### src/rtl/gpr_wb_ctrl_pkg.sv
// Shared types and sizing for the GPR write-back controller.
// Keep AW consistent with NREG; every other file derives its widths from here.
package cpu_wb_pkg;

  localparam int XLEN = 32;
  localparam int NREG = 32;
  localparam int AW   = $clog2(NREG);

  typedef logic [AW-1:0] reg_idx_t;

  typedef enum logic [1:0] {
    WB_SRC_NONE,
    WB_SRC_ALU,
    WB_SRC_LSU
  } wb_src_e;

  typedef struct packed {
    reg_idx_t        rd;
    logic [XLEN-1:0] data;
  } wb_res_t;

endpackage

### src/rtl/gpr_wb_ctrl_if.sv
// Bundle of dispatch, result, GPR-write and query signals around gpr_wb_ctrl.
// Forwarding signals exist only when GPR_WB_FWD_EN is defined.
interface gpr_wb_ctrl_if;
  import cpu_wb_pkg::*;

  logic            disp_valid;
  reg_idx_t        disp_rd;
  logic            disp_ready;

  logic            alu_valid;
  reg_idx_t        alu_rd;
  logic [XLEN-1:0] alu_data;
  logic            alu_ready;

  logic            lsu_valid;
  reg_idx_t        lsu_rd;
  logic [XLEN-1:0] lsu_data;
  logic            lsu_ready;

  logic            gpr_wen;
  reg_idx_t        gpr_waddr;
  logic [XLEN-1:0] gpr_wdata;

  reg_idx_t        qry_addr0;
  reg_idx_t        qry_addr1;
  logic            qry_busy0;
  logic            qry_busy1;
`ifdef GPR_WB_FWD_EN
  logic            qry_fwd0;
  logic            qry_fwd1;
  logic [XLEN-1:0] qry_fdata0;
  logic [XLEN-1:0] qry_fdata1;
`endif

  modport master (
    output disp_valid, disp_rd, alu_valid, alu_rd, alu_data,
           lsu_valid, lsu_rd, lsu_data, qry_addr0, qry_addr1,
    input  disp_ready, alu_ready, lsu_ready, gpr_wen, gpr_waddr, gpr_wdata,
           qry_busy0, qry_busy1
`ifdef GPR_WB_FWD_EN
           , qry_fwd0, qry_fwd1, qry_fdata0, qry_fdata1
`endif
  );

  modport slave (
    input  disp_valid, disp_rd, alu_valid, alu_rd, alu_data,
           lsu_valid, lsu_rd, lsu_data, qry_addr0, qry_addr1,
    output disp_ready, alu_ready, lsu_ready, gpr_wen, gpr_waddr, gpr_wdata,
           qry_busy0, qry_busy1
`ifdef GPR_WB_FWD_EN
           , qry_fwd0, qry_fwd1, qry_fdata0, qry_fdata1
`endif
  );

endinterface

### src/rtl/gpr_wb_ctrl_scoreboard.sv
// Busy vector of destinations with a pending write, plus source-operand queries.
// GPR_WB_FWD_EN adds a same-cycle forward match that hides the busy bit being cleared.
module wb_scoreboard
  import cpu_wb_pkg::*;
(
  input  logic            cpu_clk,
  input  logic            cpu_rstn,
  input  logic            set_en,
  input  reg_idx_t        set_idx,
  input  logic            clr_en,
  input  reg_idx_t        clr_idx,
  input  reg_idx_t        chk_idx,
  output logic            chk_busy,
  input  reg_idx_t        qry_addr0,
  input  reg_idx_t        qry_addr1,
  output logic            qry_busy0,
  output logic            qry_busy1
`ifdef GPR_WB_FWD_EN
  ,
  input  logic [XLEN-1:0] clr_data,
  output logic            qry_fwd0,
  output logic            qry_fwd1,
  output logic [XLEN-1:0] qry_fdata0,
  output logic [XLEN-1:0] qry_fdata1
`endif
);

  logic [NREG-1:0] busy_d;
  logic [NREG-1:0] busy_q;

  // Set and clear never target the same index, so their order here does not matter.
  always_comb begin
    busy_d = busy_q;
    if (set_en) busy_d[set_idx] = 1'b1;
    if (clr_en) busy_d[clr_idx] = 1'b0;
    busy_d[0] = 1'b0;
  end

  always_ff @(posedge cpu_clk or negedge cpu_rstn) begin
    if (!cpu_rstn) busy_q <= '0;
    else           busy_q <= busy_d;
  end

  assign chk_busy = busy_q[chk_idx];

`ifdef GPR_WB_FWD_EN
  logic hit0;
  logic hit1;

  assign hit0       = clr_en && (clr_idx == qry_addr0);
  assign hit1       = clr_en && (clr_idx == qry_addr1);
  assign qry_fwd0   = hit0;
  assign qry_fwd1   = hit1;
  assign qry_fdata0 = clr_data;
  assign qry_fdata1 = clr_data;
  assign qry_busy0  = busy_q[qry_addr0] && !hit0;
  assign qry_busy1  = busy_q[qry_addr1] && !hit1;
`else
  assign qry_busy0  = busy_q[qry_addr0];
  assign qry_busy1  = busy_q[qry_addr1];
`endif

  // A result for a destination that was never dispatched is a producer bug.
  result_for_idle_rd_a: assert property (
    @(posedge cpu_clk) disable iff (!cpu_rstn) clr_en |-> busy_q[clr_idx]
  );

endmodule

### src/rtl/gpr_wb_ctrl.sv
// GPR write-back controller: LSU-over-ALU arbiter, registered GPR write port, busy scoreboard.
// Optional macro GPR_WB_FWD_EN enables result forwarding on the query ports.
module gpr_wb_ctrl
  import cpu_wb_pkg::*;
(
  input  logic         cpu_clk,
  input  logic         cpu_rstn,
  gpr_wb_ctrl_if.slave bus
);

  wb_src_e         src;
  wb_res_t         res;
  logic            fire;
  logic            wr_en;
  logic            set_en;
  logic            disp_busy;

  logic            gpr_wen_d;
  logic            gpr_wen_q;
  reg_idx_t        gpr_waddr_d;
  reg_idx_t        gpr_waddr_q;
  logic [XLEN-1:0] gpr_wdata_d;
  logic [XLEN-1:0] gpr_wdata_q;

  assign bus.lsu_ready = 1'b1;
  assign bus.alu_ready = !bus.lsu_valid;

  // Loads win so a blocked ALU result simply retries next cycle.
  always_comb begin
    src = WB_SRC_NONE;
    res = '0;
    if (bus.lsu_valid) begin
      src      = WB_SRC_LSU;
      res.rd   = bus.lsu_rd;
      res.data = bus.lsu_data;
    end else if (bus.alu_valid) begin
      src      = WB_SRC_ALU;
      res.rd   = bus.alu_rd;
      res.data = bus.alu_data;
    end
  end

  assign fire   = (src != WB_SRC_NONE);
  assign wr_en  = fire && (res.rd != '0);
  assign set_en = bus.disp_valid && !disp_busy && (bus.disp_rd != '0);

  assign bus.disp_ready = !disp_busy;

  always_comb begin
    gpr_wen_d   = wr_en;
    gpr_waddr_d = gpr_waddr_q;
    gpr_wdata_d = gpr_wdata_q;
    if (wr_en) begin
      gpr_waddr_d = res.rd;
      gpr_wdata_d = res.data;
    end
  end

  always_ff @(posedge cpu_clk or negedge cpu_rstn) begin
    if (!cpu_rstn) begin
      gpr_wen_q   <= 1'b0;
      gpr_waddr_q <= '0;
      gpr_wdata_q <= '0;
    end else begin
      gpr_wen_q   <= gpr_wen_d;
      gpr_waddr_q <= gpr_waddr_d;
      gpr_wdata_q <= gpr_wdata_d;
    end
  end

  assign bus.gpr_wen   = gpr_wen_q;
  assign bus.gpr_waddr = gpr_waddr_q;
  assign bus.gpr_wdata = gpr_wdata_q;

  wb_scoreboard u_scoreboard (
    .cpu_clk    (cpu_clk),
    .cpu_rstn   (cpu_rstn),
    .set_en     (set_en),
    .set_idx    (bus.disp_rd),
    .clr_en     (wr_en),
    .clr_idx    (res.rd),
    .chk_idx    (bus.disp_rd),
    .chk_busy   (disp_busy),
    .qry_addr0  (bus.qry_addr0),
    .qry_addr1  (bus.qry_addr1),
    .qry_busy0  (bus.qry_busy0),
    .qry_busy1  (bus.qry_busy1)
`ifdef GPR_WB_FWD_EN
    ,
    .clr_data   (res.data),
    .qry_fwd0   (bus.qry_fwd0),
    .qry_fwd1   (bus.qry_fwd1),
    .qry_fdata0 (bus.qry_fdata0),
    .qry_fdata1 (bus.qry_fdata1)
`endif
  );

endmodule

### src/flat_wrapper.sv
// flat-port wrapper written by rule: the top's interface ports become plain ports
module gpr_wb_ctrl_flat import cpu_wb_pkg::*;
  (cpu_clk, cpu_rstn, bus_disp_valid, bus_disp_rd, bus_alu_valid, bus_alu_rd, bus_alu_data, bus_lsu_valid, bus_lsu_rd, bus_lsu_data, bus_qry_addr0, bus_qry_addr1, bus_disp_ready, bus_alu_ready, bus_lsu_ready, bus_gpr_wen, bus_gpr_waddr, bus_gpr_wdata, bus_qry_busy0, bus_qry_busy1);
  gpr_wb_ctrl_if bus_i ();
  input  logic cpu_clk;
  input  logic cpu_rstn;
  input wire logic [$bits(bus_i.disp_valid)-1:0] bus_disp_valid;
  input wire logic [$bits(bus_i.disp_rd)-1:0] bus_disp_rd;
  input wire logic [$bits(bus_i.alu_valid)-1:0] bus_alu_valid;
  input wire logic [$bits(bus_i.alu_rd)-1:0] bus_alu_rd;
  input wire logic [$bits(bus_i.alu_data)-1:0] bus_alu_data;
  input wire logic [$bits(bus_i.lsu_valid)-1:0] bus_lsu_valid;
  input wire logic [$bits(bus_i.lsu_rd)-1:0] bus_lsu_rd;
  input wire logic [$bits(bus_i.lsu_data)-1:0] bus_lsu_data;
  input wire logic [$bits(bus_i.qry_addr0)-1:0] bus_qry_addr0;
  input wire logic [$bits(bus_i.qry_addr1)-1:0] bus_qry_addr1;
  output wire logic [$bits(bus_i.disp_ready)-1:0] bus_disp_ready;
  output wire logic [$bits(bus_i.alu_ready)-1:0] bus_alu_ready;
  output wire logic [$bits(bus_i.lsu_ready)-1:0] bus_lsu_ready;
  output wire logic [$bits(bus_i.gpr_wen)-1:0] bus_gpr_wen;
  output wire logic [$bits(bus_i.gpr_waddr)-1:0] bus_gpr_waddr;
  output wire logic [$bits(bus_i.gpr_wdata)-1:0] bus_gpr_wdata;
  output wire logic [$bits(bus_i.qry_busy0)-1:0] bus_qry_busy0;
  output wire logic [$bits(bus_i.qry_busy1)-1:0] bus_qry_busy1;
  assign bus_i.disp_valid = bus_disp_valid;
  assign bus_i.disp_rd = bus_disp_rd;
  assign bus_i.alu_valid = bus_alu_valid;
  assign bus_i.alu_rd = bus_alu_rd;
  assign bus_i.alu_data = bus_alu_data;
  assign bus_i.lsu_valid = bus_lsu_valid;
  assign bus_i.lsu_rd = bus_lsu_rd;
  assign bus_i.lsu_data = bus_lsu_data;
  assign bus_i.qry_addr0 = bus_qry_addr0;
  assign bus_i.qry_addr1 = bus_qry_addr1;
  assign bus_disp_ready = bus_i.disp_ready;
  assign bus_alu_ready = bus_i.alu_ready;
  assign bus_lsu_ready = bus_i.lsu_ready;
  assign bus_gpr_wen = bus_i.gpr_wen;
  assign bus_gpr_waddr = bus_i.gpr_waddr;
  assign bus_gpr_wdata = bus_i.gpr_wdata;
  assign bus_qry_busy0 = bus_i.qry_busy0;
  assign bus_qry_busy1 = bus_i.qry_busy1;
  gpr_wb_ctrl u_core (.cpu_clk(cpu_clk), .cpu_rstn(cpu_rstn), .bus(bus_i));
endmodule
### config.mk
export PLATFORM = sky130hd
export DESIGN_NAME = gpr_wb_ctrl_flat
export DESIGN_NICKNAME = d
export VERILOG_FILES = /design/src/rtl/gpr_wb_ctrl_pkg.sv /design/src/rtl/gpr_wb_ctrl_if.sv /design/src/rtl/gpr_wb_ctrl_scoreboard.sv /design/src/rtl/gpr_wb_ctrl.sv /design/src/flat_wrapper.sv
export SDC_FILE = /design/constraint.sdc
export NUM_CORES = 1
export LEC_CHECK = 0
export CORE_UTILIZATION = 50
export DETAILED_ROUTE_END_ITERATION = 12
export GPL_TIMING_DRIVEN = 0
export PLACE_DENSITY = 0.86
export SYNTH_ARGS = -nofsm -noshare
export SYNTH_HDL_FRONTEND = slang
export SYNTH_SLANG_ARGS = --single-unit
### constraint.sdc
create_clock -name cpu_clk -period 3.1 [get_ports cpu_clk]
set_input_delay 0.465 -clock cpu_clk [delete_from_list [all_inputs] [get_ports cpu_clk]]
set_output_delay 0.465 -clock cpu_clk [all_outputs]
set_load 0.05 [all_outputs]
; ---- Yosys cells after proc, flatten, opt, wreduce, memory -nomap -nowiden
; Index checks and enable logic that the tools add are counted.
[classes]
muxes = 16
n_reduce_logical = 10
order_cmp = 6
n_bitwise = 3
[ops]
columns = op, count
row1 = two-way mux 37 bit, 2
row2 = two-way mux 32 bit, 2
row3 = bitwise AND 32 bit, 1
row4 = inverter 32 bit, 1
row5 = bitwise OR 32 bit, 1
row6 = less-than comparator 5 x 6 -> 1 bit (second input constant), 4
row7 = binary-select mux 1 bit (select 5 bit), 3
row8 = demux 1 bit (select 5 bit), 2
row9 = >= comparator 5 x 1 -> 1 bit (second input constant), 2
row10 = nonzero test 5 bit, 2
row11 = two-way mux 1 bit, 6
row12 = logical AND 1 bit, 5
row13 = zero test 1 bit, 2
row14 = two-way mux 2 bit, 1
row15 = nonzero test 2 bit, 1
[totals]
output_inout_bits = 43
ff_bits = 69
input_bits = 94
elab_cells = 39

; ---- Depth between registers and ports, before layout
[depth]
depth_word = 9
depth_mapped = 7
depth_no_buf = 4

; ---- By module
; From an unflattened synthesis, not the netlist that was laid out.
[hier_totals]
cells_unflattened = 377
hier_area_um2 = 4170.2
[modules_own_cells]
columns = mod, seq_area_each_um2, area_each_um2, instances, cells_per_inst
row1 = wb_scoreboard, 775.7, 2193.4, 1, 234
row2 = gpr_wb_ctrl, 950.9, 1976.9, 1, 143

; ---- Worst setup path before layout
; Ideal clock, no wire load.
[synth_path]
kind = input -> output
startpoint = input port bus_disp_rd[0]
endpoint = output port bus_disp_ready
arrival_ns = 2.997
stages = 6
n_path_buf = 2
required_ns = 2.635
setup_slack_ns = -0.362
cell_sequence = buf_6 buf_2 mux4_2 mux2i_1 nor2_1 nor4_1
[synth_between]
elab_chain_cells = 3
[synth_lines]
columns = item, line
row1 = start: declaration, flat_wrapper.sv:8  ; input wire logic [$bits(bus_i.disp_rd)-1:0] bus_disp_rd;
row2 = binary-select mux 1 bit (select 5 bit), gpr_wb_ctrl_scoreboard.sv:44  ; assign chk_busy = busy_q[chk_idx];
row3 = two-way mux 1 bit (implied by the code), gpr_wb_ctrl_scoreboard.sv:44
row4 = zero test 1 bit, gpr_wb_ctrl.sv:47  ; assign bus.disp_ready = !disp_busy;
row5 = end: declaration, flat_wrapper.sv:17  ; output wire logic [$bits(bus_i.disp_ready)-1:0] bus_disp_ready;
; Every way passes these cells. The select of a mux whose other input is x is not followed.

; ---- Worst setup path after layout
[layout_path]
startpoint = register u_core.u_scoreboard.busy_q[4]
endpoint = output port bus_qry_busy1
[layout_between]
elab_chain_cells = 2
[layout_lines]
columns = item, line
row1 = start: declaration, gpr_wb_ctrl_scoreboard.sv:29  ; logic [NREG-1:0] busy_q;
row2 = start signal: assignment, gpr_wb_ctrl_scoreboard.sv:41  ; else busy_q <= busy_d;
row3 = binary-select mux 1 bit (select 5 bit), gpr_wb_ctrl_scoreboard.sv:60  ; assign qry_busy1 = busy_q[qry_addr1];
row4 = two-way mux 1 bit (implied by the code), gpr_wb_ctrl_scoreboard.sv:60
row5 = end: declaration, flat_wrapper.sv:24  ; output wire logic [$bits(bus_i.qry_busy1)-1:0] bus_qry_busy1;
; Every way passes these cells. The select of a mux whose other input is x is not followed.

==> flow_summary.toml <==
[power_and_ir_drop]
clockPowerShare = 0.264
seq_power_share = 0.394
power.leakage_nw = 2.35
ir_drop_v = 0.000333
power.switching_mw = 1.07
p_sw_frac = 0.344
pwr_density_cell_nw_per_um2 = 539
combPwrFrac = 0.342
power.internal_mw = 2.04

[clock_tree]
clock_latency_ps = 350
cts_tree = "built"
cts_buffers = 9
cts_hold_buf = 0
htreeDepth = 3
cts_root_buffer = "clkbuf_8"
clockBufferDepth = 2
cts.sinks = 69
clk_pin_slew_ps = 80

[synthesis]
ys_types = 53
synthCells = 365
synth_nets = 459
ys_seq_area_frac = 0.419
synthFlopType = "dfrtp_1"
async_flop_share = 1.00
synth-edff-count = 0
syn_area_per_cell_um2 = 11.3
yosysWarnings = 0
synth_area_um2 = 4120
synth-seq-cells = 69

[critical_path]
r2r-start = "u_core.u_scoreboard.busy_q[21]"
r2r_end = "u_core.u_scoreboard.busy_q[23]"
worstPathRequired_ps = 2630
crit_slowest_cell = "clkdlybuf4s50_1"
critical_path_class = "register to primary output"
arrival_ps = 2500
path_buf_inv = 1
critPathMaxStageDelay_ps = 690
path_max_fanout = 4
critical-path-top-delay-family = "buffers and inverters"
crit_path_start_kind = "register"
path_cells = "mux4_2 > nor4b_1 > nor2_1 > and4_1 > clkdlybuf4s50_1"
cp-end-kind = "primary output"
worst-path-stages = 5
r2r_slack_ps = 1250
reg2reg_depth = 4

[finish]
n_antenna_cell = 0
final_core_util = 0.733
final_common_cell = "clkdlybuf4s50_1"
fillers = 553
final_cells = 610
syn_to_final_growth_pct = 39.5
final_cell_mix = "clkdlybuf4s50_1, dfrtp_1, a21oi_1"
layout.nets = 597
drive_above_1_share = 0.199

[job]
maxCapViolations = 0

[floorplan]
core_um2 = 7850
num_io_pins = 137
num_rows = 32
die_x_um = 92.8
fp.dieH_um = 92.8
initial_core_util = 0.525
dieArea_um2 = 8610

[sta]
layout_worst_path_cycle_share = 0.958
drv_slew = 0
fin_crit_ps = 2970
setup_ws_ps = 131
hold_ws_ps = 210
max_freq_mhz = 337
fin_skew_ps = 10.4
worst_pin_slew_ps = 1210
finalHoldViolations = 0
relSlewSlack = 0.188
rsz0062_at_grt = "false"
setup_viol = 0

[placement]
port_buffers = 127
dpl.cell_count = 594
dpl.hpwl_mm = 9.16
place_congestion = 0.888
pre_cts_slack_ps = -629

[routing]
routed_wl_mm = 12.2
drt_iter0_markers = 252
drtPass1Iterations = 4
via_per_inst = 6.13
vias = 3737
wl_per_cell_um = 20.0
antenna_left = 0
drc = 0

[outcome]
status = "finished, final reports clean"

[grt]
grt_pass1_vias = 3960
track_usage = 0.301
grt_remaining_overflow = 0
grt_pass1_wl_mm = 19.7
grt_antenna_before_repair = 0
grt_max_degree = 70

[min_path]
hold_path.class = "primary input to asynchronous set/reset pin"
[power groups by stage]
stage / clock network (mW) / registers (mW) / logic (mW)
final: 0.820 / 1.22 / 1.06
after global routing: 0.872 / 1.24 / 1.12
after CTS: 0.830 / 1.21 / 1.06
after detailed placement: 0 / 1.23 / 1.05
after global placement: 0 / 1.21 / 1.04
after floorplan: 0 / 1.36 / 0.506
[logic make-up after synthesis]
kind of cell | Yosys count | synth area share
flops | 69 | 0.419
mux | 58 | 0.217
buf+inv | 34 | 0.0422
compound gates | 110 | 0.191
other cells | 1 | 0.000910
simple gates | 93 | 0.130
[layout make-up]
| cell class | instances | area [um^2] | share of cell area |
|---|---|---|---|
| Inverter | 6 | 22.5 | 0.00392 |
| Buffer | 28 | 155 | 0.0270 |
| Clock inverter | 7 | 98.8 | 0.0172 |
| Multi-Input combinational cell | 262 | 2230 | 0.387 |
| Timing Repair Buffer | 127 | 1270 | 0.221 |
| Sequential cell | 69 | 1730 | 0.300 |
| Tap cell | 102 | 128 | 0.0222 |
| Clock buffer | 9 | 124 | 0.0215 |
[cells in the mapped netlist (3+ instances only)]
master,count,share of area
buf_6,3,0.0082
a2bb2oi_1,8,0.017
nand2_1,18,0.016
mux2_1,4,0.011
a22o_1,32,0.068
mux4_2,19,0.10
o32ai_1,3,0.0064
buf_2,7,0.0085
a21o_1,4,0.0073
o22a_2,7,0.017
nor2_1,29,0.026
nand3b_1,5,0.0091
buf_1,4,0.0036
a21oi_1,35,0.043
dfrtp_1,69,0.42
nand3_1,5,0.0061
nor3_1,4,0.0049
o21ai_0,10,0.012
clkbuf_1,10,0.0091
mux2_2,31,0.085
inv_1,6,0.0055
nor3b_1,5,0.0091
buf_4,4,0.0073
[how the worst max path moves through the flow]
stage / slack, ps / startpoint / endpoint
after floorplan: 200 / bus_disp_rd[0] / bus_disp_ready
after global placement: -720 / cpu_rstn / u_core.bus.gpr_wdata[11]
after detailed placement: -630 / bus_disp_rd[1] / bus_disp_ready
after CTS: 90 / bus_disp_rd[1] / bus_disp_ready
after global routing: 10 / u_core.u_scoreboard.busy_q[4] / bus_qry_busy1
final: 130 / u_core.u_scoreboard.busy_q[4] / bus_qry_busy1
[routing by layer]
| metal | GRT usage | part of all wire | wire length, um | vias to the layer above |
|---|---|---|---|---|
| met5 | 0 | 0 | 0 | - |
| met4 | 0.149 | 0.029 | 349 | 0 |
| met3 | 0.109 | 0.11 | 1330 | 26 |
| met2 | 0.487 | 0.49 | 5980 | 189 |
| met1 | 0.352 | 0.37 | 4510 | 1835 |
| li1 | - | - | - | 1687 |
[per-stage QoR]
stage               cell area, um^2  power [mW]  TNS (ps)
finish                         5750        3.10         0
global route                   5750        3.24         0
CTS                            5740        3.10         0
global placement               5530        2.24    -49740
detailed placement             5520        2.28      -629
floorplan                      4130        1.86         0
[sequential cells by signal, indices dropped and copies added (netlist names)]
name / flops
u_core.bus.gpr_waddr: 5
u_core.bus.gpr_wdata: 32
u_core.bus.gpr_wen: 1
u_core.u_scoreboard.busy_q: 31
[repair_timing]
| action | CTS | global route |
|---|---|---|
| pin swaps | 0 | 0 |
| endpoints found under the setup margin | 1 | 2 |
| buffers inserted | 0 | 0 |
| resized for setup | 7 | 4 |
No activity file was read; power rests on OpenSTA's default activity.
==> RTL change 1: new RTL, config.mk and constraints unchanged <==
Make the reset (`cpu_rstn`) synchronous in 2 clocked blocks.
--- a/src/rtl/gpr_wb_ctrl_scoreboard.sv
+++ b/src/rtl/gpr_wb_ctrl_scoreboard.sv
@@ -36,7 +36,7 @@
     busy_d[0] = 1'b0;
   end
 
-  always_ff @(posedge cpu_clk or negedge cpu_rstn) begin
+  always_ff @(posedge cpu_clk) begin
     if (!cpu_rstn) busy_q <= '0;
     else           busy_q <= busy_d;
   end
--- a/src/rtl/gpr_wb_ctrl.sv
+++ b/src/rtl/gpr_wb_ctrl.sv
@@ -56,7 +56,7 @@
     end
   end
 
-  always_ff @(posedge cpu_clk or negedge cpu_rstn) begin
+  always_ff @(posedge cpu_clk) begin
     if (!cpu_rstn) begin
       gpr_wen_q   <= 1'b0;
       gpr_waddr_q <= '0;
Function: differs if cpu_rstn is asserted again (counterexample within 4 cycles, from zero or initial values and one cycle with cpu_rstn low); with cpu_rstn held inactive, the same outputs for 4 cycles.
==> RTL change 1 against the unedited design <==
  * Area after synthesis is 6.7% lower
  * Design area shrank 3.9%
  * Routed wire length increased by 5.1%
  * Maximum frequency is 0.74% lower
  * Clock power about the same
  * Setup slack got worse by 0.022 ns
  * Critical path depth is 2 higher
  * Clock skew shrank 0.0054 ns
  * Power down 22%
  * Sequential cell count unchanged
  * Non-clock buffer count rose by 8
==> RTL change 1: results (changes against the unedited design) <==
<table>
<tr><th>Metric</th><th>Value</th></tr>
<tr><th colspan="2">Worst setup path</th></tr>
<tr><td>Setup slack of the most critical reg-to-reg path</td><td>0.89 ns (-0.36 ns)</td></tr>
<tr><td>Crit-path max cell delay</td><td>0.40 ns (-0.29 ns)</td></tr>
<tr><td>Data arrival at the endpoint of the critical path</td><td>2.53 ns (+0.03 ns)</td></tr>
<tr><td>Slowest cell on the critical path</td><td>sky130_fd_sc_hd__clkbuf_1</td></tr>
<tr><td>Family with the most delay on the worst path</td><td>buffers and inverters</td></tr>
<tr><td>Timing endpoint of the critical path</td><td>bus_disp_ready</td></tr>
<tr><td>Beginning of the worst register-to-register path</td><td>u_core.u_scoreboard.busy_q[7]</td></tr>
<tr><td>Critical path peak fanout</td><td>10 (+6)</td></tr>
<tr><th colspan="2">Synth</th></tr>
<tr><td>Async S/R FF share, synth</td><td>0 (-1.00)</td></tr>
<tr><td>Seq/Total Area, Yosys</td><td>0.359 (-0.0598)</td></tr>
<tr><td>Top cell type's share of synthesized area</td><td>0.359 (-0.0598)</td></tr>
<tr><td>Most frequent cells after synthesis</td><td>sky130_fd_sc_hd__dfxtp_1, sky130_fd_sc_hd__nor2_1, sky130_fd_sc_hd__nor3_1, sky130_fd_sc_hd__a21oi_1, sky130_fd_sc_hd__a221oi_1</td></tr>
<tr><td>Syn Nets</td><td>516 (+12%)</td></tr>
<tr><th colspan="2">Placement</th></tr>
<tr><td>Post-detailed-placement half-perimeter wirelength</td><td>9.80 mm (+7.0%)</td></tr>
<tr><td>Number of port buffers</td><td>129 (+1.6%)</td></tr>
<tr><th colspan="2">Layout</th></tr>
<tr><td>Fraction of layout instances using a drive strength above 1</td><td>0.118 (-0.0807)</td></tr>
<tr><td>Fin nets</td><td>656 (+9.9%)</td></tr>
<tr><th colspan="2">Route</th></tr>
<tr><td>Average vias per placed instance</td><td>6.25 (+2.0%)</td></tr>
<tr><td>1st-pass router iterations</td><td>5 (+1)</td></tr>
<tr><td>Routed length per instance</td><td>19.2 um (-3.8%)</td></tr>
<tr><th colspan="2">Power and ir drop</th></tr>
<tr><td>Leakage</td><td>2.08 nW (-11%)</td></tr>
<tr><td>Psw</td><td>754 uW (-29%)</td></tr>
<tr><th colspan="2">GRT</th></tr>
<tr><td>Total routing resource utilization after global routing</td><td>0.320 (+0.0193)</td></tr>
<tr><td>First-pass GRT wire length</td><td>20.3 mm (+3.1%)</td></tr>
<tr><td>Maximum number of pins on one net before global-route repair</td><td>13 (-81%)</td></tr>
<tr><th colspan="2">Run status</th></tr>
<tr><td>Outcome</td><td>complete, no violations</td></tr>
<tr><th colspan="2">Timing</th></tr>
<tr><td>Skew final</td><td>0.00503 ns (-0.00540 ns)</td></tr>
<tr><th colspan="2">Clocking</th></tr>
<tr><td>Post-CTS setup repair buffer count</td><td>0 (unchanged)</td></tr>
</table>
[RTL change 1: metrics by stage]
| step | area, um2 | power, mW | cells | hold slack (ns) | setup slack (ns) |
|---|---|---|---|---|---|
| after CTS | 5510 | 2.43 | 666 | 0.458 | 0.0895 |
| after global routing | 5530 | 2.52 | 666 | 0.501 | 0.000387 |
| after detailed placement | 5270 | 1.62 | 650 | 0.451 | -0.598 |
| after floorplan | 3850 | 1.35 | 422 | 0.448 | 0.253 |
| after global placement | 5270 | 1.61 | 650 | 0.448 | -0.533 |
| final | 5530 | 2.43 | 666 | 0.458 | 0.109 |
[RTL change 1: power by group through the flow]
stage                     registers, mW  logic (mW)  clock network [mW]
after floorplan                    1.12       0.224                   0
after CTS                         0.960       0.646               0.827
final                             0.961       0.651               0.818
after detailed placement          0.979       0.641                   0
after global routing              0.965       0.691               0.862
after global placement            0.977       0.629                   0
[RTL change 1: repair_timing]
action / 4_1_cts / 5_1_grt
resized for setup: 10 / 5
pin swaps: 0 / 0
endpoints found under the setup margin: 3 / 1
[RTL change 1: area by class of cell]
cell class,count,area (um2)
inverter,5,18.8
sequential,69,1380
multi-input combinational,314,2330
buffer,34,153
fill,545,1800
clock inverter,6,86.3
timing repair buffer,129,1300
tap,99,124
clock buffer,10,138
[RTL change 1: per-layer routing]
layer | GRT usage | share of wire | up-vias
li1 | - | - | 1898
met1 | 0.348 | 0.36 | 1973
met2 | 0.565 | 0.51 | 249
met3 | 0.0914 | 0.098 | 42
met4 | 0.165 | 0.036 | 0
met5 | 0 | 0 | -
[RTL change 1: kinds of logic after synthesis]
logic type             after synthesis  synth area share
buffers and inverters               39            0.0439
multiplexers                        32             0.165
AO/OA/AOI/OAI                      138             0.255
flip-flops                          69             0.359
other                                1          0.000975
AND/OR/NAND/NOR                    143             0.176
==> RTL change 2: new RTL, same flow settings <==
Without the edit above. Change the package constant `XLEN` from 32 to 40.
--- a/src/rtl/gpr_wb_ctrl_pkg.sv
+++ b/src/rtl/gpr_wb_ctrl_pkg.sv
@@ -2,7 +2,7 @@
 // Keep AW consistent with NREG; every other file derives its widths from here.
 package cpu_wb_pkg;
 
-  localparam int XLEN = 32;
+  localparam int XLEN = 40;
   localparam int NREG = 32;
   localparam int AW   = $clog2(NREG);
 
Interface: changed (resized bus_alu_data, bus_gpr_wdata and bus_lsu_data); port bits go from 137 to 161. No check against the original RTL was run, so the function may have changed too.
==> RTL change 2 against the unedited design <==
  * Power grew 7.7%
  * Setup slack worse by 0.080 ns
  * Design area is 11% higher
  * Combinational power grew 9%
  * Routed wire length up 19%
  * Sequential cell count rose by 8
  * Clock skew is 0.0041 ns lower
  * Area after synthesis increased by 9.0%
  * Via count grew 23%
  * Count of clock-buffer cells in the layout grew 2
  * Critical endpoint is now bus_disp_ready
==> RTL change 2: results (changes against the unedited design) <==
<table>
<tr><th>Metric</th><th>Value</th></tr>
<tr><th colspan="2">Run status</th></tr>
<tr><td>Outcome</td><td>complete, no violations</td></tr>
<tr><th colspan="2">Synth</th></tr>
<tr><td>Largest cells by area after synthesis</td><td>sky130_fd_sc_hd__dfrtp_1, sky130_fd_sc_hd__mux4_2, sky130_fd_sc_hd__a22oi_1</td></tr>
<tr><td>Syn Nets</td><td>580 (+26%)</td></tr>
<tr><td>Main combinational cell family by area after synthesis</td><td>compound AO/OA/AOI/OAI gates</td></tr>
<tr><td>Multiplexer share of the synthesized area</td><td>0.133 (-0.0843)</td></tr>
<tr><th colspan="2">Clocking</th></tr>
<tr><td>CTS hold repair buffers</td><td>1 (+1)</td></tr>
<tr><th colspan="2">Route</th></tr>
<tr><td>Routed length per instance</td><td>19.4 um (-2.9%)</td></tr>
<tr><td>1st-pass router iterations</td><td>7 (+3)</td></tr>
<tr><td>Average vias per placed instance</td><td>6.13 (about the same)</td></tr>
<tr><th colspan="2">GRT</th></tr>
<tr><td>Maximum number of pins on one net before global-route repair</td><td>75 (+7.1%)</td></tr>
<tr><td>First-pass GRT wire length</td><td>23.3 mm (+18%)</td></tr>
<tr><td>Total routing resource utilization after global routing</td><td>0.317 (+0.0158)</td></tr>
<tr><th colspan="2">Worst setup path</th></tr>
<tr><td>Beginning of the worst register-to-register path</td><td>u_core.u_scoreboard.busy_q[5]</td></tr>
<tr><td>Crit-path max cell delay</td><td>0.54 ns (-0.15 ns)</td></tr>
<tr><td>Data arrival at the endpoint of the critical path</td><td>2.58 ns (+0.08 ns)</td></tr>
<tr><td>Worst reg2reg path depth</td><td>5 (+1)</td></tr>
<tr><td>Setup slack of the most critical reg-to-reg path</td><td>1.29 ns (+0.04 ns)</td></tr>
<tr><td>Reg-to-reg endpoint</td><td>u_core.u_scoreboard.busy_q[25]</td></tr>
<tr><td>Timing endpoint of the critical path</td><td>bus_disp_ready</td></tr>
<tr><th colspan="2">Layout</th></tr>
<tr><td>Fraction of layout instances using a drive strength above 1</td><td>0.100 (-0.0987)</td></tr>
<tr><td>Number of flip-flops under the largest register name</td><td>40 (+25%)</td></tr>
<tr><td>Fin nets</td><td>744 (+25%)</td></tr>
<tr><th colspan="2">Timing</th></tr>
<tr><td>Skew final</td><td>0.00637 ns (-0.00405 ns)</td></tr>
<tr><td>Final min period</td><td>3.05 ns (+0.0802 ns)</td></tr>
<tr><td>Worst slew margin</td><td>0.0229 (-0.165)</td></tr>
<tr><td>Post-Route Hold Slack</td><td>0.446 ns (+0.236 ns)</td></tr>
<tr><th colspan="2">Placement</th></tr>
<tr><td>Number of port buffers</td><td>152 (+20%)</td></tr>
<tr><td>Post-detailed-placement half-perimeter wirelength</td><td>11.0 mm (+20%)</td></tr>
<tr><td>Post-Place Worst Slack</td><td>-0.453 ns (+0.176 ns)</td></tr>
<tr><th colspan="2">Power and ir drop</th></tr>
<tr><td>Worst IR drop on VDD</td><td>0.000256 V (-23%)</td></tr>
</table>
RTL change 2: cell types whose count changed in the layout (fill, tap and decap cells not counted), sizes merged, moves of 6 or more:
cell	delta
mux2i	+7
buf	+6
nand3	+13
mux2	-27
clkdlybuf4s50	+24
a21oi	-13
a2bb2oi	-6
nand2	+61
nand3b	+9
a31oi	+7
a22oi	+43
dfrtp	+8
a22o	-32
o21ai	+41
RTL change 2: layout make-up:
cell class	count	area [um2]
multi-input combinational	350	2360
fill	639	2320
sequential	77	1930
timing repair buffer	154	1560
buffer	36	181
tap	108	135
clock buffer	11	131
clock inverter	5	85.1
inverter	6	22.5
RTL change 2: power by group:
part | switching [mW] | internal (mW)
registers | 0.164 | 1.17
logic | 0.636 | 0.525
clock network | 0.385 | 0.457
total | 1.19 | 2.16
RTL change 2: layer usage:
| layer | share of wire | track usage |
|---|---|---|
| met3 | 0.086 | 0.0824 |
| met2 | 0.51 | 0.528 |
| met4 | 0.028 | 0.137 |
| met5 | 0 | 0 |
| met1 | 0.38 | 0.388 |
